===== src/rtl/dbus_ctrl.sv =====
// dbus_ctrl: data-bus controller between the CPU data port and up to
// NUM_SLAVES slaves. One access at a time runs through IDLE -> ACCESS -> DONE.
// Outputs are derived from the state register and the request latched in IDLE.
// The top SEL_BITS address bits select the slave. An unmapped index skips
// ACCESS and completes with o_err.
//
// Ports:
//   i_clk, i_rst      clock, synchronous active-high reset
//   i_req/i_we        CPU request (held until o_ready), write enable
//   i_addr/i_wdata    CPU address and write data
//   o_rdata/o_ready   read data and one-cycle completion pulse
//   o_err             unmapped access (or slave timeout), valid with o_ready
//   o_sel/o_we        one-hot slave select, single-cycle slave write strobe
//   o_addr/o_wdata    slave-local address and write data
//   i_rdata           packed slave read data, slave k at [k*DATA_WIDTH +: DATA_WIDTH]
//   i_wait            per-slave stall request (only with DBUS_SLAVE_WAIT_EN)
//
// Optional feature macro: DBUS_SLAVE_WAIT_EN. When it is defined, the i_wait
// port and the TIMEOUT parameter are added. A slave can then extend ACCESS
// after the wait states. A stall lasting TIMEOUT cycles ends the access with
// o_err.
//
// state  | meaning
// IDLE   | waiting for i_req; latches the request
// ACCESS | slave selected; counts wait states (and slave stalls)
// DONE   | o_ready pulse; o_err for unmapped or timed-out access

module dbus_ctrl #(
    parameter int DATA_WIDTH  = 16,
    parameter int ADDR_WIDTH  = 16,
    parameter int NUM_SLAVES  = 3,
    parameter int SEL_BITS    = 2,
    parameter int WAIT_STATES = 1
`ifdef DBUS_SLAVE_WAIT_EN
    ,
    parameter int TIMEOUT     = 15
`endif
) (
    input  logic                             i_clk,
    input  logic                             i_rst,
    input  logic                             i_req,
    input  logic                             i_we,
    input  logic [ADDR_WIDTH-1:0]            i_addr,
    input  logic [DATA_WIDTH-1:0]            i_wdata,
    output logic [DATA_WIDTH-1:0]            o_rdata,
    output logic                             o_ready,
    output logic                             o_err,
    output logic [NUM_SLAVES-1:0]            o_sel,
    output logic                             o_we,
    output logic [ADDR_WIDTH-SEL_BITS-1:0]   o_addr,
    output logic [DATA_WIDTH-1:0]            o_wdata,
`ifdef DBUS_SLAVE_WAIT_EN
    input  logic [NUM_SLAVES-1:0]            i_wait,
`endif
    input  logic [NUM_SLAVES*DATA_WIDTH-1:0] i_rdata
);

    localparam int LADDR_W = ADDR_WIDTH - SEL_BITS;

    typedef enum logic [1:0] {IDLE, ACCESS, DONE} state_t;

    state_t                state_q, state_d;
    logic                  we_q;
    logic [LADDR_W-1:0]    addr_q;
    logic [DATA_WIDTH-1:0] wdata_q;
    logic [SEL_BITS-1:0]   idx_q;
    logic                  err_q;
    logic [DATA_WIDTH-1:0] rdata_q;
    logic [7:0]            cnt_q;

    logic [SEL_BITS-1:0]   idx_in;
    logic                  mapped_in;
    logic [DATA_WIDTH-1:0] rdata_sel;
    logic                  stall;
    logic                  timeout_hit;
    logic                  last_cycle;

    assign idx_in    = i_addr[ADDR_WIDTH-1 -: SEL_BITS];
    assign mapped_in = (int'(idx_in) < NUM_SLAVES);

    always_comb begin
        rdata_sel = '0;
        for (int k = 0; k < NUM_SLAVES; k++) begin
            if (idx_q == SEL_BITS'(k)) rdata_sel = i_rdata[k*DATA_WIDTH +: DATA_WIDTH];
        end
    end

`ifdef DBUS_SLAVE_WAIT_EN
    localparam int STALL_W = $clog2(TIMEOUT + 1);
    logic [STALL_W-1:0] stall_q;
    logic               wait_sel;

    always_comb begin
        wait_sel = 1'b0;
        for (int k = 0; k < NUM_SLAVES; k++) begin
            if (idx_q == SEL_BITS'(k)) wait_sel = i_wait[k];
        end
    end

    // A stall only counts once the fixed wait states are used up.
    assign stall       = (state_q == ACCESS) && (cnt_q == 8'd0) && wait_sel;
    assign timeout_hit = stall && (stall_q == STALL_W'(TIMEOUT - 1));
`else
    assign stall       = 1'b0;
    assign timeout_hit = 1'b0;
`endif

    // Final ACCESS cycle of a normal (non-timed-out) transfer.
    assign last_cycle = (state_q == ACCESS) && (cnt_q == 8'd0) && !stall;

    always_ff @(posedge i_clk) begin
        if (i_rst) state_q <= IDLE;
        else       state_q <= state_d;
    end

    always_comb begin
        state_d = state_q;
        case (state_q)
            IDLE:    if (i_req) state_d = mapped_in ? ACCESS : DONE;
            ACCESS:  if (last_cycle || timeout_hit) state_d = DONE;
            DONE:    state_d = IDLE;
            default: state_d = IDLE;
        endcase
    end

    always_comb begin
        o_ready = (state_q == DONE);
        o_err   = (state_q == DONE) && err_q;
        o_rdata = (state_q == DONE) ? rdata_q : '0;
        o_sel   = '0;
        o_addr  = '0;
        o_wdata = '0;
        o_we    = last_cycle && we_q;
        if (state_q == ACCESS) begin
            o_addr  = addr_q;
            o_wdata = wdata_q;
            for (int k = 0; k < NUM_SLAVES; k++) begin
                if (idx_q == SEL_BITS'(k)) o_sel[k] = 1'b1;
            end
        end
    end

    always_ff @(posedge i_clk) begin
        if (i_rst) begin
            we_q    <= 1'b0;
            addr_q  <= '0;
            wdata_q <= '0;
            idx_q   <= '0;
            err_q   <= 1'b0;
            rdata_q <= '0;
            cnt_q   <= 8'd0;
`ifdef DBUS_SLAVE_WAIT_EN
            stall_q <= '0;
`endif
        end else begin
            case (state_q)
                IDLE: begin
                    if (i_req) begin
                        we_q    <= i_we;
                        addr_q  <= i_addr[LADDR_W-1:0];
                        wdata_q <= i_wdata;
                        idx_q   <= idx_in;
                        err_q   <= !mapped_in;
                        rdata_q <= '0;
                        cnt_q   <= 8'(WAIT_STATES);
`ifdef DBUS_SLAVE_WAIT_EN
                        stall_q <= '0;
`endif
                    end
                end
                ACCESS: begin
                    if (cnt_q != 8'd0) begin
                        cnt_q <= cnt_q - 8'd1;
                    end else if (timeout_hit) begin
                        err_q   <= 1'b1;
                        rdata_q <= '0;
                    end
`ifdef DBUS_SLAVE_WAIT_EN
                    else if (stall) begin
                        stall_q <= stall_q + STALL_W'(1);
                    end
`endif
                    else begin
                        rdata_q <= we_q ? '0 : rdata_sel;
                    end
                end
                default: ;
            endcase
        end
    end

endmodule


===== config.mk =====
export PLATFORM = sky130hd
export DESIGN_NAME = dbus_ctrl
export DESIGN_NICKNAME = d
export VERILOG_FILES = /design/src/rtl/dbus_ctrl.sv
export SDC_FILE = /design/constraint.sdc
export NUM_CORES = 1
export LEC_CHECK = 0
export CAP_MARGIN = 20
export CORE_ASPECT_RATIO = 0.7
export CORE_MARGIN = 5
export CORE_UTILIZATION = 55
export DETAILED_ROUTE_END_ITERATION = 8
export DONT_BUFFER_PORTS = 1
export HOLD_SLACK_MARGIN = 0.12
export PLACE_DENSITY = 0.7
export SLEW_MARGIN = 10
export SYNTH_ARGS = -nofsm -noshare
export SYNTH_HDL_FRONTEND = slang
export SYNTH_SLANG_ARGS = --single-unit

===== constraint.sdc =====
create_clock -name i_clk -period 5.7 [get_ports i_clk]
set_clock_uncertainty 0.15 [all_clocks]
set_input_delay 0.57 -clock i_clk [delete_from_list [all_inputs] [get_ports i_clk]]
set_output_delay 0.57 -clock i_clk [all_outputs]
set_load 0.1 [all_outputs]

==> run summary <==
Count of endpoints failing hold in the final timing report: 0. For this design the static power due to leakage is 1.206 nW. The kind of capture point of the worst setup path was an output port.

The run gives 2.50 ns as the signal arrival time at the worst endpoint. The max-slew violation count was 0; the number of enable-type register cells in the synthesized netlist was 0. The sink count of the clock tree was 60; the share of flip-flops with an asynchronous set or reset after synthesis was 0%. The worst setup path is of the reg -> out kind. The die boundary height was 71.64 um. For this configuration, the core starts out at a cell density of 56.78%.

Leaving out fill and tap cells, the most frequent cell in the layout is sky130_fd_sc_hd__nand2_1. The mean area per synthesized cell was 7.940 um^2; the period utilization was 56.45%. Per report_power, the sequential group accounts for 45.0% of the total. Headroom to the max-slew limit came out at 33.74%.

TritonCTS built the clock tree. Internal power comes to 0.7216 mW. After routing, the total negative slack on setup checks comes to 0 ns. At the pin with the least slew margin, the transition time is 1.001 ns. The initialized floorplan defines 22 standard-cell rows. The type of element launching the critical path is a register. For this block, the initial DRC count from the detailed router was 91. The proportion of layout cells with a drive suffix above 1 was 8.579%; the filler cell count in the final layout was 491. The flow ran to the end, and the final reports show no timing, DRC or antenna violations.

The logs give 4 for the number of iterations in the first detailed-routing pass and 4786 um for the half-perimeter wire length after placement. The tools report the final weighted congestion in routability-driven placement as 0.8326. Setup repair after global routing left no endpoint under its margin. Net switching is 29.82% of the power.

The switching component of the power was 0.3067 mW; the power per unit of standard cell area was 311.6 mW/mm^2. For this run, the leading register cell type out of synthesis is sky130_fd_sc_hd__dfxtp_1. For the number of primary I/O pins, the log shows 136. The top cell types in the final layout, fill and taps aside, are 89 x sky130_fd_sc_hd__nand2_1, 60 x sky130_fd_sc_hd__dfxtp_1, 47 x sky130_fd_sc_hd__and2_1.

Setup violations remaining at the end of the flow were counted as 0. Derived from the worst setup path, the maximum achievable clock frequency is 0.3108 GHz. For the first-pass GRT wire length, the log shows 10990 um. The total routing resource utilization after global routing was 19.38%. Final routed wire length divided by cell count: 15.35 um. The number of max-cap violations was 0; the number of instances in the synthesized netlist was 376. The run gives 4.98 ns as the data required time of the worst path. The logs give 2303 for the via count of the first global-routing pass and 2 for the maximum root-to-sink buffer count. After layout, the worst setup slack is 2.482 ns. After synthesis the netlist holds a flip-flop and latch count of 60. Yosys synthesis warning count: 0.

Synthesis produced a netlist with a net count of 462. Across the VDD grid, the largest voltage drop is 0.0002114 V. The number of port buffers is 0, and the final routed DRC violation total is 0.

The largest net degree at the start of global routing came out at 58. The growth of design area from synthesis to finish is 10.52%, and the count of antenna-violating nets left after detailed routing is 0. The maximum fanout count along the critical path is 18, and the net count of the finished layout is 454. Combinational logic burns 18.0% of the power. For the pre-CTS worst setup slack, the log shows 2.820 ns.

The class of the tightest hold or removal check was in -> reg. The clock input transition at the sequential cells of the worst setup and hold paths was 0.06 ns. Post-CTS timing repair inserted 0 buffers for setup.

CTS placed an instance of sky130_fd_sc_hd__clkbuf_8 at the clock tree root. After synthesis the cells add up to 0.002985 mm^2. In this run the standard cell core region covers 0.005258 mm^2. The share of the Yosys chip area taken by registers is 40.23%.

The clock network accounts for 37.0% of the total power. The total wire length is 6830 um, and the count of distinct cell types in the synthesized netlist is 35. The run gives 9 as the number of buffers inserted during clock tree synthesis. The time the worst path needs with I/O delays and setup is 3.218 ns, and the post-cts gate resize count is 0. The floorplan die area was 0.007025 mm^2. In this run the number of H-tree levels came out at 3.

The number of hold buffers added after CTS was 0. The die outline width was 98.06 um. The total overflow reported by the global router is 0, and the number of antenna violations at the first check in global routing is 0. The via density per instance works out to 5.449. Across all layers, the routed design uses 2425 vias. The clock insertion delay at the later pin of the skew report is 0.33 ns, and the number of diodes added for antenna fixing is 0.
path summary, 6_finish.rpt:
check | start | end | slack [ns] | depth (start not counted)
setup / recovery | state_q[1] | o_rdata[12] | 2.48 | 2
hold / removal | i_rst | idx_q[0] | 0.16 | 1
setup reg to reg | cnt_q[0] | rdata_q[9] | 3.40 | 6
hold reg to reg | addr_q[6] | addr_q[6] | 0.29 | 2
critical path, stage by stage (launching register included):
cell and delay [ns]:
sky130_fd_sc_hd__dfxtp_1 0.47, sky130_fd_sc_hd__nor2b_4 0.79, sky130_fd_sc_hd__and2_1 0.90
power by group through the flow:
stage	Combinational, mW	Sequential (mW)	Clock (mW)
after floorplan	0.167	0.463	0
after global placement	0.183	0.470	0
after detailed placement	0.185	0.472	0
after CTS	0.186	0.462	0.390
after global routing	0.204	0.466	0.415
final	0.185	0.462	0.381
cell type report:
cell class	count	area, um^2	share of cell area [%]
multi-input cells	287	1685	51.08
well taps	72	90.09	2.730
clock buffers	12	155.1	4.702
flip-flops and latches	60	1201	36.40
inverters	2	7.507	0.2275
repair buffers	8	112.6	3.413
clock inverters	4	47.55	1.441
cells in the mapped netlist (2+ instances only):
library cell,instances,area share (%)
sky130_fd_sc_hd__nand2_1,89,11
sky130_fd_sc_hd__dfxtp_1,60,40
sky130_fd_sc_hd__and2_1,47,9.8
sky130_fd_sc_hd__a21oi_1,39,6.5
sky130_fd_sc_hd__nor3b_1,20,5.0
sky130_fd_sc_hd__mux2i_1,18,6.0
sky130_fd_sc_hd__clkbuf_1,17,2.1
sky130_fd_sc_hd__a31o_1,16,4.7
sky130_fd_sc_hd__o21ai_0,16,2.7
sky130_fd_sc_hd__nor2_1,11,1.4
sky130_fd_sc_hd__buf_2,8,1.3
sky130_fd_sc_hd__nor3_1,4,0.67
sky130_fd_sc_hd__nor2b_1,3,0.63
sky130_fd_sc_hd__buf_4,2,0.50
sky130_fd_sc_hd__ha_1,2,0.84
sky130_fd_sc_hd__inv_1,2,0.25
sky130_fd_sc_hd__nand2b_1,2,0.42
sky130_fd_sc_hd__nand3_1,2,0.34
sky130_fd_sc_hd__or3_1,2,0.42
flip-flops by register name, summed over array words and instances (netlist names):
signal	flops
we_q	1
cnt_q	8
addr_q	14
idx_q	2
rdata_q	16
err_q	1
wdata_q	16
state_q	2
metrics by stage:
stage / cells / power [mW] / hold WS (ns) / utilization (%) / cell area [um^2]
2_1_floorplan: 376 / 0.6305 / 0.2817 / - / 2985
3_3_place_gp: 428 / 0.6527 / 0.2808 / 58.76 / 3089
3_5_place_dp: 428 / 0.6571 / 0.2870 / 58.76 / 3089
4_1_cts: 444 / 1.038 / 0.1412 / 62.61 / 3292
5_1_grt: 445 / 1.085 / 0.1310 / 62.76 / 3299
6_report: 445 / 1.028 / 0.1614 / 62.76 / 3299
cells by family after synthesis:
family,Yosys count,share of synthesized area (%)
DFF,60,40.23
xor gates and xnor gates,2,0.5869
muxes,18,6.035
adders and majority gates,2,0.8381
and+or+nand+nor,187,32.15
buffers and inverters,29,4.233
AOI/OAI and AO/OA,78,15.93
routing by layer:
metal / vias to the layer above / track usage [%] / share of wire, %
met2: 83 / 28.13 / 44
met1: 1087 / 24.18 / 44
met5: - / 0 / 0
met4: 0 / 8.295 / 1.7
li1: 1247 / - / -
met3: 8 / 9.922 / 10
Note: power is estimated with default switching activity, not from simulation.
